## config.mk

```make
export PLATFORM = sky130hd
export DESIGN_NAME = pc_fetch_unit
export DESIGN_NICKNAME = d
export VERILOG_FILES = /design/src/rtl/pc_fetch_unit.sv
export SDC_FILE = /design/constraint.sdc
export NUM_CORES = 1
export LEC_CHECK = 0
export CAP_MARGIN = 20
export CORE_UTILIZATION = 38
export DETAILED_ROUTE_END_ITERATION = 7
export PLACE_DENSITY = 0.76
export SLEW_MARGIN = 20
export SYNTH_ARGS = -nofsm -noshare
export SYNTH_HDL_FRONTEND = slang
export SYNTH_SLANG_ARGS = --single-unit
```

## constraint.sdc

```tcl
create_clock -name clk -period 7.06 [get_ports clk]
set_clock_uncertainty 0.05 [all_clocks]
set_input_delay 2.118 -clock clk [delete_from_list [all_inputs] [get_ports clk]]
set_output_delay 2.118 -clock clk [all_outputs]
set_load 0.01 [all_outputs]
```

## src/rtl/pc_fetch_unit.sv

```systemverilog
// rtl/pc_fetch_unit.sv - MIPS instruction-fetch stage: PC, next-PC select, IF/ID register, trap entry
module pc_fetch_unit #(
    parameter logic [31:0] RESET_VEC = 32'h8000_0000,
    parameter logic [31:0] IRQ_VEC   = 32'h8000_0004,
    parameter logic [31:0] EXC_VEC   = 32'h8000_0008
) (
    input  logic        clk,
    input  logic        reset,
    input  logic        stall,
    input  logic        flush,
    input  logic [1:0]  pc_src,
    input  logic [31:0] branch_target,
    input  logic [25:0] jump_index,
    input  logic [31:0] jr_target,
    input  logic        irq,
    input  logic        exception,
    output logic [31:0] inst_addr,
    input  logic [31:0] inst_in,
    output logic [31:0] if_id_inst,
    output logic [31:0] if_id_pc4,
    output logic        if_id_valid,
    output logic [31:0] epc,
    output logic        epc_we
);

    localparam logic [1:0] SRC_SEQ    = 2'd0;
    localparam logic [1:0] SRC_BRANCH = 2'd1;
    localparam logic [1:0] SRC_JUMP   = 2'd2;
    localparam logic [1:0] SRC_JR     = 2'd3;

    logic [31:0] pc;
    logic [31:0] pc4;
    logic [30:0] pc_low_inc;
    logic [31:0] redirect;
    logic        redirect_req;
    logic        irq_take;

    assign inst_addr = pc;

    // The kernel bit rides above a 31-bit incrementer so +4 can never set or clear it.
    assign pc_low_inc = pc[30:0] + 31'd4;
    assign pc4        = {pc[31], pc_low_inc};

    assign redirect_req = (pc_src != SRC_SEQ);

    // Interrupts are masked in kernel mode and while stalled; irq is level so it simply waits.
    assign irq_take = irq && !pc[31] && !stall;

    // Redirect target from ID; only jr may carry a different kernel bit.
    always_comb begin
        redirect = pc4;
        case (pc_src)
            SRC_BRANCH: redirect = {pc[31], branch_target[30:0]};
            SRC_JUMP:   redirect = {pc[31], pc4[30:28], jump_index, 2'b00};
            SRC_JR:     redirect = jr_target;
            default:    redirect = pc4;
        endcase
    end

    // PC, IF/ID and trap-return registers, with reset > exception > irq > stall > redirect > fetch.
    always_ff @(posedge clk) begin
        if (reset) begin
            pc          <= RESET_VEC;
            if_id_inst  <= 32'h0;
            if_id_pc4   <= 32'h0;
            if_id_valid <= 1'b0;
            epc         <= 32'h0;
            epc_we      <= 1'b0;
        end else if (exception) begin
            // Resume after the faulting ID instruction.
            pc          <= EXC_VEC;
            epc         <= if_id_pc4;
            epc_we      <= 1'b1;
            if_id_inst  <= 32'h0;
            if_id_pc4   <= 32'h0;
            if_id_valid <= 1'b0;
        end else if (irq_take) begin
            // A redirecting ID instruction completes; otherwise the squashed IF word is re-fetched.
            pc          <= IRQ_VEC;
            epc         <= redirect_req ? redirect : pc;
            epc_we      <= 1'b1;
            if_id_inst  <= 32'h0;
            if_id_pc4   <= 32'h0;
            if_id_valid <= 1'b0;
        end else if (stall) begin
            epc_we <= 1'b0;
            if (flush) begin
                if_id_inst  <= 32'h0;
                if_id_pc4   <= 32'h0;
                if_id_valid <= 1'b0;
            end
        end else if (redirect_req) begin
            pc          <= redirect;
            epc_we      <= 1'b0;
            if_id_inst  <= 32'h0;
            if_id_pc4   <= 32'h0;
            if_id_valid <= 1'b0;
        end else begin
            pc     <= pc4;
            epc_we <= 1'b0;
            if (flush) begin
                if_id_inst  <= 32'h0;
                if_id_pc4   <= 32'h0;
                if_id_valid <= 1'b0;
            end else begin
                if_id_inst  <= inst_in;
                if_id_pc4   <= pc4;
                if_id_valid <= 1'b1;
            end
        end
    end

endmodule

```

==> impl_metrics.env <==
export IMPL_pin_count=260
export IMPL_final_cell_mix="253 x clkdlybuf4s50_1, 130 x dfxtp_1, 128 x nor2_1, 80 x a21oi_1, 58 x a22oi_1"
export IMPL_post_dp_cell_area_um2=9320
export IMPL_synth_edf_count=0
export IMPL_outcome="finished, final reports clean"
export IMPL_routed_wirelength_mm=23.2
export IMPL_drtAntennaViolNets=0
export IMPL_worst_ep_arrival_time_ns=4.45
export IMPL_syn_area_um2=6690
export IMPL_antenna_found_initial=0
export IMPL_firstDrtPassIters=5
export IMPL_area_growth_pct=48.4
export IMPL_dr_first_iter_drc_count=520
export IMPL_rsz0062_at_grt="no"
export IMPL_fp_dieW_um=135
export IMPL_synthArstFlopShare=0
export IMPL_nets=1171
export IMPL_crit_fanout=64
export IMPL_die_area_um2=18100
export IMPL_track_usage=0.254
export IMPL_synth_top_area_frac=0.389
export IMPL_multi_input_area_um2=3770
export IMPL_critPathRequiredTime_ns=7.28
export IMPL_hold_class="reg -> reg"
export IMPL_dp_hpwl_mm=15.5
export IMPL_rr_worst_depth=5
export IMPL_fp_dieH_um=135
export IMPL_drc=0
export IMPL_synthTopCellsByArea="dfxtp_1 39%, nor2_1 7.2%, a22oi_1 6.5%"
export IMPL_via_count=7223
export IMPL_finalPower_w=0.00191
export IMPL_numCtsBuffers=17
export IMPL_cts_tree="done"
export IMPL_ys_warn_count=0
export IMPL_vias_per_cell=5.65
export IMPL_critPathCaptureType="flip-flop"
export IMPL_slew_violations=0
export IMPL_grt_max_degree=65
export IMPL_finalCritPeriodShare=0.599
export IMPL_fillCellCount=1547
export IMPL_seq_area_um2=2600
export IMPL_root_buffer="clkbuf_16"
export IMPL_core_um2=17200
export IMPL_hold_viol=0
export IMPL_holdBufCountCts=0
export IMPL_peakVddDrop_mv=0.166
export IMPL_grt_pass1_vias=6868
export IMPL_path_clk_slew_ns=0.06
export IMPL_ctsResizeCount=0
export IMPL_synth_cell_type_count=55
export IMPL_max_slew_worst_pin_slew_ns=1.06
export IMPL_setup_viol=0
export IMPL_cts_setup_buffers=0
export IMPL_diodes=0
export IMPL_synth_seq_area_share=0.389
export IMPL_gp_congestion=0.850
export IMPL_synthFlopType="dfxtp_1"
export IMPL_fmax_mhz=236
export IMPL_drive_gt1_frac=0.0950
export IMPL_htreeDepth=4
export IMPL_finalSetupTns_ns=0
export IMPL_maxSlewHeadroom=0.286
export IMPL_powerDensity_nw_per_um2=192
export IMPL_synth_area_leader_cell="dfxtp_1"
export IMPL_drv_cap=0
export IMPL_wl_per_cell_um=18.2
export IMPL_grt_first_pass_wirelength_mm=36.2
export IMPL_min_path_cells=2
export IMPL_cp_start_kind="primary input"
export IMPL_numClockSinks=130
export IMPL_clk_latency_ns=0.42
export IMPL_fin_crit_ns=4.23
export IMPL_critPathKind="in -> reg"
export IMPL_io_buffers=258
export IMPL_syn_inst=837
export IMPL_grt_overflow_total=0
export IMPL_rows=48
export IMPL_fin_area_um2=9930
export IMPL_layout_commonest_cell="clkdlybuf4s50_1"
export IMPL_syn_area_per_cell_um2=7.99
export IMPL_p_leak_nw=3.32
export IMPL_syn_nets=968
export IMPL_cts_buffer_depth=2
export IMPL_start_util=0.388
export IMPL_ys_ff_latch=130
export IMPL_utilization=0.576
## final cells by class
type | count | share of cell area
clock inverters | 14 | 0.0169
well taps | 225 | 0.0283
inverters | 4 | 0.00151
repair buffers | 271 | 0.267
clock buffers | 18 | 0.0442
multi-input cells | 616 | 0.380
flip-flops and latches | 130 | 0.262
## report_power, final
group | leakage, nW | switching (W) | internal [W]
Clock | 0.293 | 0.000372 | 0.000543
Sequential | 1.05 | 0.0000150 | 0.000743
Combinational | 1.98 | 0.000111 | 0.000125
## worst paths after layout
path	to	slack, ns	from
max	if_id_inst[15]	2.83	irq
min	if_id_pc4[17]	0.43	if_id_pc4[17]
max reg2reg	inst_addr[17]	4.30	inst_addr[4]
min reg2reg	if_id_pc4[17]	0.43	if_id_pc4[17]
## metal layers
metal / vias to the layer above / share of wire / track usage
met5: - / 0 / 0
met4: 0 / 0.022 / 0.0824
met3: 34 / 0.067 / 0.0612
met2: 268 / 0.49 / 0.439
met1: 3473 / 0.42 / 0.309
li1: 3448 / - / -
## flip-flops by register name (all words and copies together), names as in the netlist
signal       count
epc_we           1
if_id_pc4       32
if_id_valid      1
if_id_inst      32
inst_addr       32
epc             32
## per-stage QoR
step | cells | setup slack (ns) | hold WS (ns)
floorplan | 837 | 3.19 | 0.438
global placement | 1246 | 2.43 | 0.409
detailed placement | 1246 | 2.40 | 0.421
CTS | 1278 | 2.84 | 0.430
global route | 1278 | 2.66 | 0.456
finish | 1278 | 2.83 | 0.428
## worst max-delay path, cell delays in order
cell	delay [ns]
clkdlybuf4s50_1	0.48
nor3b_2	0.79
or3_2	0.31
buf_4	0.60
nor2_1	0.13
## synth_stat cells, drive strengths merged, types with 12 or more instances
library cell and n:
clkbuf 75, buf 12, a22oi 58, nor2 129
a21oi 80, o21ai 36, mux2 31, nor3 15
nand3 20, xnor2 17, dfxtp 130, nand2 57
a211oi 25
## logic make-up (layout without fill, tap and decap cells)
| group | count (synthesis) | in the layout | share of synthesized area |
|---|---|---|---|
| buffers and inverters | 91 | 307 | 0.0526 |
| xor gates and xnor gates | 26 | 26 | 0.0340 |
| DFF | 130 | 130 | 0.389 |
| AOI/OAI and AO/OA | 268 | 268 | 0.262 |
| and+or+nand+nor | 284 | 284 | 0.197 |
| muxes | 37 | 37 | 0.0630 |
| adders and majority gates | 1 | 1 | 0.00187 |
No activity file was read; power rests on OpenSTA's default activity.
